[src/rtl/div_pkg.sv]
// Shared types and constants for the iterative signed 32-bit divider.
package div_pkg;

   localparam int          DIV_WIDTH = 32;
   localparam int          DIV_ITER  = 32;
   localparam logic [31:0] INT_MIN   = 32'h8000_0000;
   localparam logic [31:0] NEG_ONE   = 32'hFFFF_FFFF;

   typedef enum logic [1:0] {
      IDLE = 2'd0,
      RUN  = 2'd1,
      DONE = 2'd2
   } div_state_t;

endpackage

[src/rtl/div_32bit_if.sv]
// Divider request/response bundle between the multdiv controller and
// div_32bit. DIV_REMAINDER_EN adds the signed remainder output.
interface div_32bit_if;
   import div_pkg::*;

   logic [DIV_WIDTH-1:0] data_operandA;
   logic [DIV_WIDTH-1:0] data_operandB;
   logic                 ctrl_DIV;
   logic [DIV_WIDTH-1:0] data_result;
   logic                 data_exception;
   logic                 data_resultRDY;
`ifdef DIV_REMAINDER_EN
   logic [DIV_WIDTH-1:0] data_remainder;

   modport master (output data_operandA, data_operandB, ctrl_DIV,
                   input  data_result, data_exception, data_resultRDY, data_remainder);
   modport slave  (input  data_operandA, data_operandB, ctrl_DIV,
                   output data_result, data_exception, data_resultRDY, data_remainder);
`else
   modport master (output data_operandA, data_operandB, ctrl_DIV,
                   input  data_result, data_exception, data_resultRDY);
   modport slave  (input  data_operandA, data_operandB, ctrl_DIV,
                   output data_result, data_exception, data_resultRDY);
`endif

endinterface

[src/rtl/div_step.sv]
// One restoring-division iteration on unsigned magnitudes:
// shift {R,Q} left, trial-subtract M, keep the difference if it is non-negative.
module div_step #(
   parameter int WIDTH = 32
) (
   input  logic [WIDTH:0]   i_r,
   input  logic [WIDTH-1:0] i_q,
   input  logic [WIDTH-1:0] i_m,
   output logic [WIDTH:0]   o_r,
   output logic [WIDTH-1:0] o_q
);

   logic [WIDTH+1:0] w_sh;
   logic [WIDTH+1:0] w_t;

   // R stays below M, so after the shift it fits in WIDTH+1 bits; the
   // extra top bit of the trial difference is the borrow/sign.
   always_comb begin
      w_sh = {i_r, i_q[WIDTH-1]};
      w_t  = w_sh - {2'b00, i_m};
      if (!w_t[WIDTH+1]) begin
         o_r = w_t[WIDTH:0];
         o_q = {i_q[WIDTH-2:0], 1'b1};
      end else begin
         o_r = w_sh[WIDTH:0];
         o_q = {i_q[WIDTH-2:0], 1'b0};
      end
   end

endmodule

[src/rtl/div_32bit.sv]
// Iterative signed 32-bit divider, one quotient bit per clock.
// Start-pulse / ready-pulse handshake; quotient truncates toward zero,
// divide-by-zero and INT_MIN/-1 raise data_exception.
// Optional: define DIV_REMAINDER_EN to add the signed remainder output.
module div_32bit
   import div_pkg::*;
#(
   parameter int WIDTH = DIV_WIDTH,
   parameter int CNT_W = 6
) (
   input  logic       clock,
   input  logic       reset,
   div_32bit_if.slave bus
);

   localparam logic [CNT_W-1:0] LP_LAST = CNT_W'(DIV_ITER);

   div_state_t       r_state, w_next_state;
   logic [CNT_W-1:0] r_cnt;
   logic [WIDTH-1:0] r_q, r_m;
   logic [WIDTH:0]   r_r;
   logic             r_sign_q, r_divz, r_ovf;
   logic [WIDTH-1:0] r_result;
   logic             r_exc;

   logic [WIDTH-1:0] w_abs_a, w_abs_b;
   logic [WIDTH:0]   w_step_r;
   logic [WIDTH-1:0] w_step_q;
   logic [WIDTH-1:0] w_q_signed;
   logic             w_last;

`ifdef DIV_REMAINDER_EN
   logic             r_sign_r;
   logic [WIDTH-1:0] r_rem;
   logic [WIDTH-1:0] w_r_signed;
`endif

   // Magnitudes of the operands; |INT_MIN| is kept as an unsigned value.
   always_comb begin
      w_abs_a = bus.data_operandA[WIDTH-1] ? -bus.data_operandA : bus.data_operandA;
      w_abs_b = bus.data_operandB[WIDTH-1] ? -bus.data_operandB : bus.data_operandB;
   end

   div_step #(.WIDTH(WIDTH)) u_step (
      .i_r (r_r),
      .i_q (r_q),
      .i_m (r_m),
      .o_r (w_step_r),
      .o_q (w_step_q)
   );

   // Sign fix-up of the magnitude results; -0 is naturally 0.
   always_comb begin
      w_q_signed = r_sign_q ? -r_q : r_q;
      w_last     = (r_state == RUN) && (r_cnt == LP_LAST);
   end

`ifdef DIV_REMAINDER_EN
   // Remainder takes the dividend's sign so that A = q*B + r.
   always_comb begin
      w_r_signed = r_sign_r ? -r_r[WIDTH-1:0] : r_r[WIDTH-1:0];
   end
`endif

   // State register.
   always_ff @(posedge clock or posedge reset) begin
      if (reset) r_state <= IDLE;
      else       r_state <= w_next_state;
   end

   // Next state: a start pulse wins from any state; RUN spends 32 steps
   // plus one result-write edge so latency is fixed for every operand.
   always_comb begin
      w_next_state = r_state;
      if (bus.ctrl_DIV) begin
         w_next_state = RUN;
      end else begin
         case (r_state)
            IDLE:    w_next_state = IDLE;
            RUN:     if (w_last) w_next_state = DONE;
            DONE:    w_next_state = IDLE;
            default: w_next_state = IDLE;
         endcase
      end
   end

   // Datapath: load on start, iterate in RUN, write outputs entering DONE.
   always_ff @(posedge clock or posedge reset) begin
      if (reset) begin
         r_cnt    <= '0;
         r_q      <= '0;
         r_m      <= '0;
         r_r      <= '0;
         r_sign_q <= 1'b0;
         r_divz   <= 1'b0;
         r_ovf    <= 1'b0;
         r_result <= '0;
         r_exc    <= 1'b0;
`ifdef DIV_REMAINDER_EN
         r_sign_r <= 1'b0;
         r_rem    <= '0;
`endif
      end else if (bus.ctrl_DIV) begin
         r_cnt    <= '0;
         r_q      <= w_abs_a;
         r_m      <= w_abs_b;
         r_r      <= '0;
         r_sign_q <= bus.data_operandA[WIDTH-1] ^ bus.data_operandB[WIDTH-1];
         r_divz   <= (bus.data_operandB == '0);
         r_ovf    <= (bus.data_operandA == INT_MIN) && (bus.data_operandB == NEG_ONE);
`ifdef DIV_REMAINDER_EN
         r_sign_r <= bus.data_operandA[WIDTH-1];
`endif
      end else if (r_state == RUN) begin
         if (w_last) begin
            if (r_divz) begin
               r_result <= '0;
               r_exc    <= 1'b1;
            end else if (r_ovf) begin
               r_result <= INT_MIN;
               r_exc    <= 1'b1;
            end else begin
               r_result <= w_q_signed;
               r_exc    <= 1'b0;
            end
`ifdef DIV_REMAINDER_EN
            r_rem <= (r_divz || r_ovf) ? '0 : w_r_signed;
`endif
         end else begin
            r_r   <= w_step_r;
            r_q   <= w_step_q;
            r_cnt <= r_cnt + CNT_W'(1);
         end
      end
   end

   assign bus.data_result    = r_result;
   assign bus.data_exception = r_exc;
   assign bus.data_resultRDY = (r_state == DONE);
`ifdef DIV_REMAINDER_EN
   assign bus.data_remainder = r_rem;
`endif

endmodule

[src/flat_wrapper.sv]
// flat-port wrapper written by rule: the top's interface ports become plain ports
module div_32bit_flat import div_pkg::*;
#(
   parameter int WIDTH = DIV_WIDTH,
   parameter int CNT_W = 6
)
  (clock, reset, bus_data_operandA, bus_data_operandB, bus_ctrl_DIV, bus_data_result, bus_data_exception, bus_data_resultRDY);
  div_32bit_if bus_i ();
  input  logic clock;
  input  logic reset;
  input wire logic [$bits(bus_i.data_operandA)-1:0] bus_data_operandA;
  input wire logic [$bits(bus_i.data_operandB)-1:0] bus_data_operandB;
  input wire logic [$bits(bus_i.ctrl_DIV)-1:0] bus_ctrl_DIV;
  output wire logic [$bits(bus_i.data_result)-1:0] bus_data_result;
  output wire logic [$bits(bus_i.data_exception)-1:0] bus_data_exception;
  output wire logic [$bits(bus_i.data_resultRDY)-1:0] bus_data_resultRDY;
  assign bus_i.data_operandA = bus_data_operandA;
  assign bus_i.data_operandB = bus_data_operandB;
  assign bus_i.ctrl_DIV = bus_ctrl_DIV;
  assign bus_data_result = bus_i.data_result;
  assign bus_data_exception = bus_i.data_exception;
  assign bus_data_resultRDY = bus_i.data_resultRDY;
  div_32bit #(.WIDTH(WIDTH), .CNT_W(CNT_W)) u_core (.clock(clock), .reset(reset), .bus(bus_i));
endmodule
[config.mk]
export PLATFORM = sky130hd
export DESIGN_NAME = div_32bit_flat
export DESIGN_NICKNAME = d
export VERILOG_FILES = /design/src/rtl/div_pkg.sv /design/src/rtl/div_32bit_if.sv /design/src/rtl/div_step.sv /design/src/rtl/div_32bit.sv /design/src/flat_wrapper.sv
export SDC_FILE = /design/constraint.sdc
export NUM_CORES = 1
export LEC_CHECK = 0
export CORE_MARGIN = 2
export CORE_UTILIZATION = 45
export DETAILED_ROUTE_END_ITERATION = 12
export DONT_BUFFER_PORTS = 1
export PLACE_DENSITY_LB_ADDON = 0.12
export SLEW_MARGIN = 20
export SYNTH_ARGS = -nofsm -noshare
export SYNTH_HDL_FRONTEND = slang
export SYNTH_SLANG_ARGS = --single-unit
export TNS_END_PERCENT = 30
[constraint.sdc]
create_clock -name clock -period 4.3 [get_ports clock]
set_input_delay 0.86 -clock clock [delete_from_list [all_inputs] [get_ports clock]]
set_output_delay 0.86 -clock clock [all_outputs]
set_load 0.01 [all_outputs]
# Word-level counts from Yosys, hierarchy flattened
# Index checks and enable logic that the tools add are counted.
# W data, S select, Z words.
[totals]
reg_bits = 141
out_inout_bits = 34
inputBits = 67
word_cells = 51
[classes]
bitwise = 2
eq_ne = 7
muxes = 21
n_addsub = 5
n_reduce_logical = 6
[ops]
columns = ["operator", "n"]
rows = [
  ["$mux W32", 8],
  ["$mux W33", 4],
  ["$neg A32 Y32", 3],
  ["$eq A32 B32 Y1 const B", 2],
  ["$sub A34 B32 Y34", 1],
  ["$logic_not A32 Y1", 1],
  ["$mux W6", 3],
  ["$add A6 B1 Y6 const B", 1],
  ["$eq A6 B6 Y1 const B", 1],
  ["$mux W2", 3],
  ["$mux W1", 3],
  ["$ne A3 B2 Y1 const B", 1],
  ["$reduce_and A3 Y1", 1],
  ["$eq A2 B1 Y1 const B", 1],
  ["$eq A2 B2 Y1 const B", 1],
  ["$logic_and A1 B1 Y1", 2],
  ["$ne A2 B2 Y1 const B", 1],
  ["$reduce_and A2 Y1", 1],
  ["$reduce_bool A2 Y1", 1],
  ["$not A1 Y1", 1],
  ["$xor A1 B1 Y1", 1],
]

# Depth between registers and ports, before layout
[depth]
ltp_word = 5
depth_mapped = 14
depth_no_buf = 12

# By module
# Synthesis repeated with hierarchy kept, for this count alone.
[hier_totals]
hier_cells = 1115
hier_area_um2 = 10012.1
[modules_own_cells]
columns = ["module", "seq_area_each_um2", "cells_per_inst", "n_inst", "area_per_inst_um2"]
rows = [
  ["div_32bit", 3528.4, 778, 1, 7566.0],
  ["div_step", 0.0, 337, 1, 2446.1],
]

# Least setup slack after synthesis
# Ideal clock, no wire load.
[synth_path]
path_kind = "input-to-reg"
startpoint = "in bus_data_operandB[8]"
endpoint = "reg u_core.r_m[30]"
n_path_buf = 0
t_required_ns = 4.163
arrival_ns = 3.082
slack_ns = 1.081
cell_stages = 9
setup_ns = 0.137
cell_sequence = "or4_1 or2_2 or3_1 or2_2 nand2b_4 nand2b_4 o31ai_1 xor2_1 a21oi_1"
[synth_between]
elab_chain_cells = 2
[synth_rtl]
columns = ["item", "line_no", "source"]
rows = [
  ["start: declaration", "flat_wrapper.sv:12", "input wire logic [$bits(bus_i.data_operandB)-1:0] bus_data_operandB;"],
  ["$neg A32 Y32", "div_32bit.sv:41", "w_abs_b = bus.data_operandB[WIDTH-1] ? -bus.data_operandB : bus.data_operandB;"],
  ["$mux W32", "div_32bit.sv:41", ""],
  ["end signal: assignment", "div_32bit.sv:106", "r_m <= w_abs_b;"],
  ["end: declaration", "div_32bit.sv:20", "logic [WIDTH-1:0] r_q, r_m;"],
]
# Every way passes these cells.
# A chain may end at the register's enable or synchronous reset.

# Worst setup path in the final report
[layout_path]
startpoint = "reg u_core.r_m[1]"
endpoint = "reg u_core.r_r[12]"
[layout_between]
elab_chain_cells = 5
[layout_rtl]
columns = ["item", "line_no", "source"]
rows = [
  ["$sub A34 B32 Y34", "div_step.sv:20", "w_t = w_sh - {2'b00, i_m};"],
  ["$mux W33", "div_step.sv:21", "if (!w_t[WIDTH+1]) begin"],
  ["$mux W33", "div_32bit.sv:115", "if (w_last) begin"],
  ["$mux W33", "div_32bit.sv:114", "end else if (r_state == RUN) begin"],
  ["$mux W33", "div_32bit.sv:103", "end else if (bus.ctrl_DIV) begin"],
  ["end signal: assignment", "div_32bit.sv:130", "r_r <= w_step_r;"],
  ["end: declaration", "div_32bit.sv:21", "logic [WIDTH:0] r_r;"],
]
# Every way passes these cells. The select of a mux whose other input is x is not followed.

==> run summary <==
For the worst setup path, the data required time is 4.61 ns. On the final layout, the worst clock skew is 0.0121 ns. Hold repair after CTS inserted 0 buffers.

The die covers 0.0228 mm². The sequential cell area fraction in the yosys report came out at 0.363. CTS built an H-tree with a depth of 4.

The kind of start point of the critical path is a register. The run gives 0.71 ns as the internal reg-to-reg setup slack. The number of flops mapped to enable cells by yosys was 0; the count of inserted antenna diode cells was 0. The number of input and output port buffers inserted came out at 0. The first global-routing pass estimated 41800 µm of wire.

Dividing the detail-routed via count by the number of cells gives 5.86. The ratio of cells with drive above 1 in the final layout came out at 0.0639. Worst min-delay path category: input port to async pin. Of all nets on the critical path, the largest fanout is 22. Total number of clock tree sinks: 141. Aggregate negative setup slack: 0 ns. Power spread over the standard cell area amounts to 505 mW/mm². The number of setup buffers added after CTS is 0. Setup violations remaining at the end of the flow were counted as 0. From bottom edge to top edge, the die measures 151 µm. By area the synthesized netlist is led by dfrtp_1 (36%), o21ai_0 (6.1%), xor2_1 (5.8%). The flow ran to the end, and the final reports show no timing, DRC or antenna violations. For the fmax, the log shows 279 MHz.

The endpoint of the worst-slack reg-to-reg timing path was u_core.r_r[12]. Static leakage power: 4.88 nW. The overall overflow remaining after global route is 0.

In this run, post-CTS repair resized a total of 0 instances. The congestion estimate from routability-driven global placement came to 0.880. The tools report the critical path capture point type as a register. The overall track demand over capacity in global routing was 0.234; the proportion of synthesized flip-flops having asynchronous set or reset was 1.00. The multi-input logic area is 0.00577 mm². After the first detailed-routing iteration, the DRC count stood at 547. The layout-stage area growth over the synthesis result is 8.91%, and the number of detailed-routing iterations run before antenna repair is 5. Via count of the routed design: 8214. By startpoint and endpoint, the worst setup path is classified as register to register. In the layout the commonest cells are dfrtp_1 (141), o21ai_0 (119), nand2_1 (117), nor2_1 (99), xor2_1 (64). The fraction of post-synthesis cell area in the top cell type by area came out at 0.363. The routed length per placed instance is 18.6 µm, and the number of placed instances, taps included is 1371. The tool flagged a number of max-cap violations equal to 0. Walking the worst path, the cells encountered are inv_1, ha_1, nor2b_1, o2111ai_1, a2111oi_2, nor4_2, or3_1, nand4_2, and3_4, nor2_1, buf_4, o311a_1. The time the worst path needs with I/O delays and setup works out to 3.59 ns.

The tools report the beginning of the worst register-to-register path as u_core.r_m[1]. For the area taken by flip-flops and latches, the log shows 0.00353 mm². The root cell of the clock tree is clkbuf_16. For this run, the number of Yosys warnings is 0. The worst reg-to-reg path cell count is 12, and the count of state elements after synthesis is 141. Fill cells in the final layout number 2063. The remaining design rule violation count was 0. The distinct cell type count after synthesis was 70; the number of routed nets with antenna violations was 0. The insertion delay to the later sink of the worst-skew pair was 0.43 ns.

101 I/O pins were placed. The tools report the maximum clock path buffer count as 2. The logs give 0.00973 mm² for the synthesized cell area and 18300 µm for the half-perimeter wire length after placement.

For this block, the routed nets add up to 26000 µm of wire. The critical-path cell with the highest stage delay was a2111oi_2. The worst supply voltage drop on vdd is 0.274 mV.

The biggest area contributor in the post-synthesis netlist is dfrtp_1. The finished layout holds 1402 standard cells, fillers aside. The floorplan has 53 rows. The arrival time at the worst endpoint came out at 3.90 ns.

Counting the buffers created by CTS gives 17. The average instance in the mapped netlist occupies 8.49 µm². The horizontal die dimension works out to 151 µm.

At the end of the flow, the number of nets in the layout was 1221. The number of nets in the synthesized netlist is 1252. TritonCTS built the clock tree. The primary flip-flop cell chosen by synthesis mapping was dfrtp_1. The tools report the relative slew slack as 0.256.

The run gives 0 as the max-slew violation count. The maximum number of pins on one net before global-route repair came out at 149. The tools report the hold violation count in the final report as 0. The most frequent standard cell in the layout excluding fill and tap cells was dfrtp_1. The clock-pin slew reported for the worst setup and hold paths after clock tree synthesis is 0.07 ns. The starting utilization of the core area was 0.461.

In the synthesized netlist, the number of instances is 1146. The largest single stage delay on the critical path is 0.55 ns. Number of antenna violations at the first check in global routing: 0. The slew at the pin with the worst max-slew slack is 1.11 ns, and the standard cell core area is 0.0211 mm².

Setup repair after global routing left no endpoint under its margin. The ratio of final minimum period to clock period is 0.834. The number of global-route vias before repair is 7977.
final cells by class:
cell class | instances | share of cell area
clock buffer | 17 | 0.0402
timing repair buffer | 12 | 0.0109
inverter | 52 | 0.0188
clock inverter | 14 | 0.0198
tap | 275 | 0.0325
multi-input combinational | 891 | 0.545
sequential | 141 | 0.333
flip-flops by register name, summed over array words and instances (netlist names):
register and flops:
u_core.bus.data_exception 1, u_core.r_r 33, u_core.r_sign_q 1, u_core.r_m 32, u_core.r_divz 1, u_core.bus.data_result 32, u_core.r_q 32, u_core.r_cnt 6
u_core.r_state 2, u_core.r_ovf 1
how the worst max path moves through the flow:
stage                         startpoint             end  slack [ns]
finish                     u_core.r_m[1]  u_core.r_r[12]        0.71
global route               u_core.r_m[1]  u_core.r_r[21]        0.49
CTS                        u_core.r_m[1]  u_core.r_r[10]        0.71
global placement    bus_data_operandA[8]  u_core.r_q[29]        0.73
floorplan           bus_data_operandB[8]  u_core.r_m[30]        1.08
detailed placement         u_core.r_m[1]  u_core.r_r[29]        0.73
synth_stat cells (14+ instances only):
library cell  instances
o21ai_0             119
nor3_1               14
ha_1                 38
dfrtp_1             141
o31ai_1              26
a21oi_1              63
nand4_1              29
inv_1                52
nand3_1              34
or3_1                16
clkbuf_1             50
a21o_1               16
mux2i_1              29
nand2_1             117
xor2_1               64
a31oi_1              20
nor2_1               99
xnor2_1              52
metrics by stage:
| stage | setup WS [ns] | hold slack, ns | power [mW] | utilization | area (µm²) |
|---|---|---|---|---|---|
| 6_report | 0.712 | 0.428 | 5.35 | 0.502 | 10600 |
| 5_1_grt | 0.487 | 0.473 | 5.70 | 0.502 | 10600 |
| 4_1_cts | 0.710 | 0.471 | 5.38 | 0.502 | 10600 |
| 3_5_place_dp | 0.729 | 0.512 | 3.74 | 0.472 | 9960 |
| 3_3_place_gp | 0.735 | 0.502 | 3.73 | 0.472 | 9960 |
| 2_1_floorplan | 1.08 | 0.447 | 3.27 | - | 9730 |
worst max-delay path, delay by kind of cell (launching register included):
family / cells / cell delay, ns
AO/OA/AOI/OAI: 3 / 1.06
adder cells (fa/ha/maj): 1 / 0.27
AND/OR/NAND/NOR: 6 / 1.45
buffers and inverters: 2 / 0.29
flip-flops: 1 / 0.39
power by group:
part           internal (mW)  total, mW  switching (mW)
clock network          0.983       1.62           0.633
registers               1.55       1.79           0.237
logic                  0.823       1.95            1.13
layer usage:
| layer | part of all wire | wire length (µm) | track usage | vias to the layer above |
|---|---|---|---|---|
| li1 | - | - | - | 4059 |
| met1 | 0.45 | 11600 | 0.306 | 3925 |
| met2 | 0.49 | 12700 | 0.387 | 194 |
| met3 | 0.044 | 1140 | 0.0512 | 36 |
| met4 | 0.020 | 508 | 0.0743 | 0 |
| met5 | 0 | 0 | 0 | - |
logic make-up (layout without fill, tap and decap cells):
group | Yosys count | count (layout) | share of synthesized area
buffers and inverters | 114 | 95 | 0.0454
AOI/OAI and AO/OA | 327 | 327 | 0.212
and+or+nand+nor | 379 | 379 | 0.193
DFF | 141 | 141 | 0.363
xor gates and xnor gates | 116 | 116 | 0.104
muxes | 30 | 30 | 0.0310
adders and majority gates | 39 | 39 | 0.0509
Note: power is estimated with default switching activity, not from simulation.
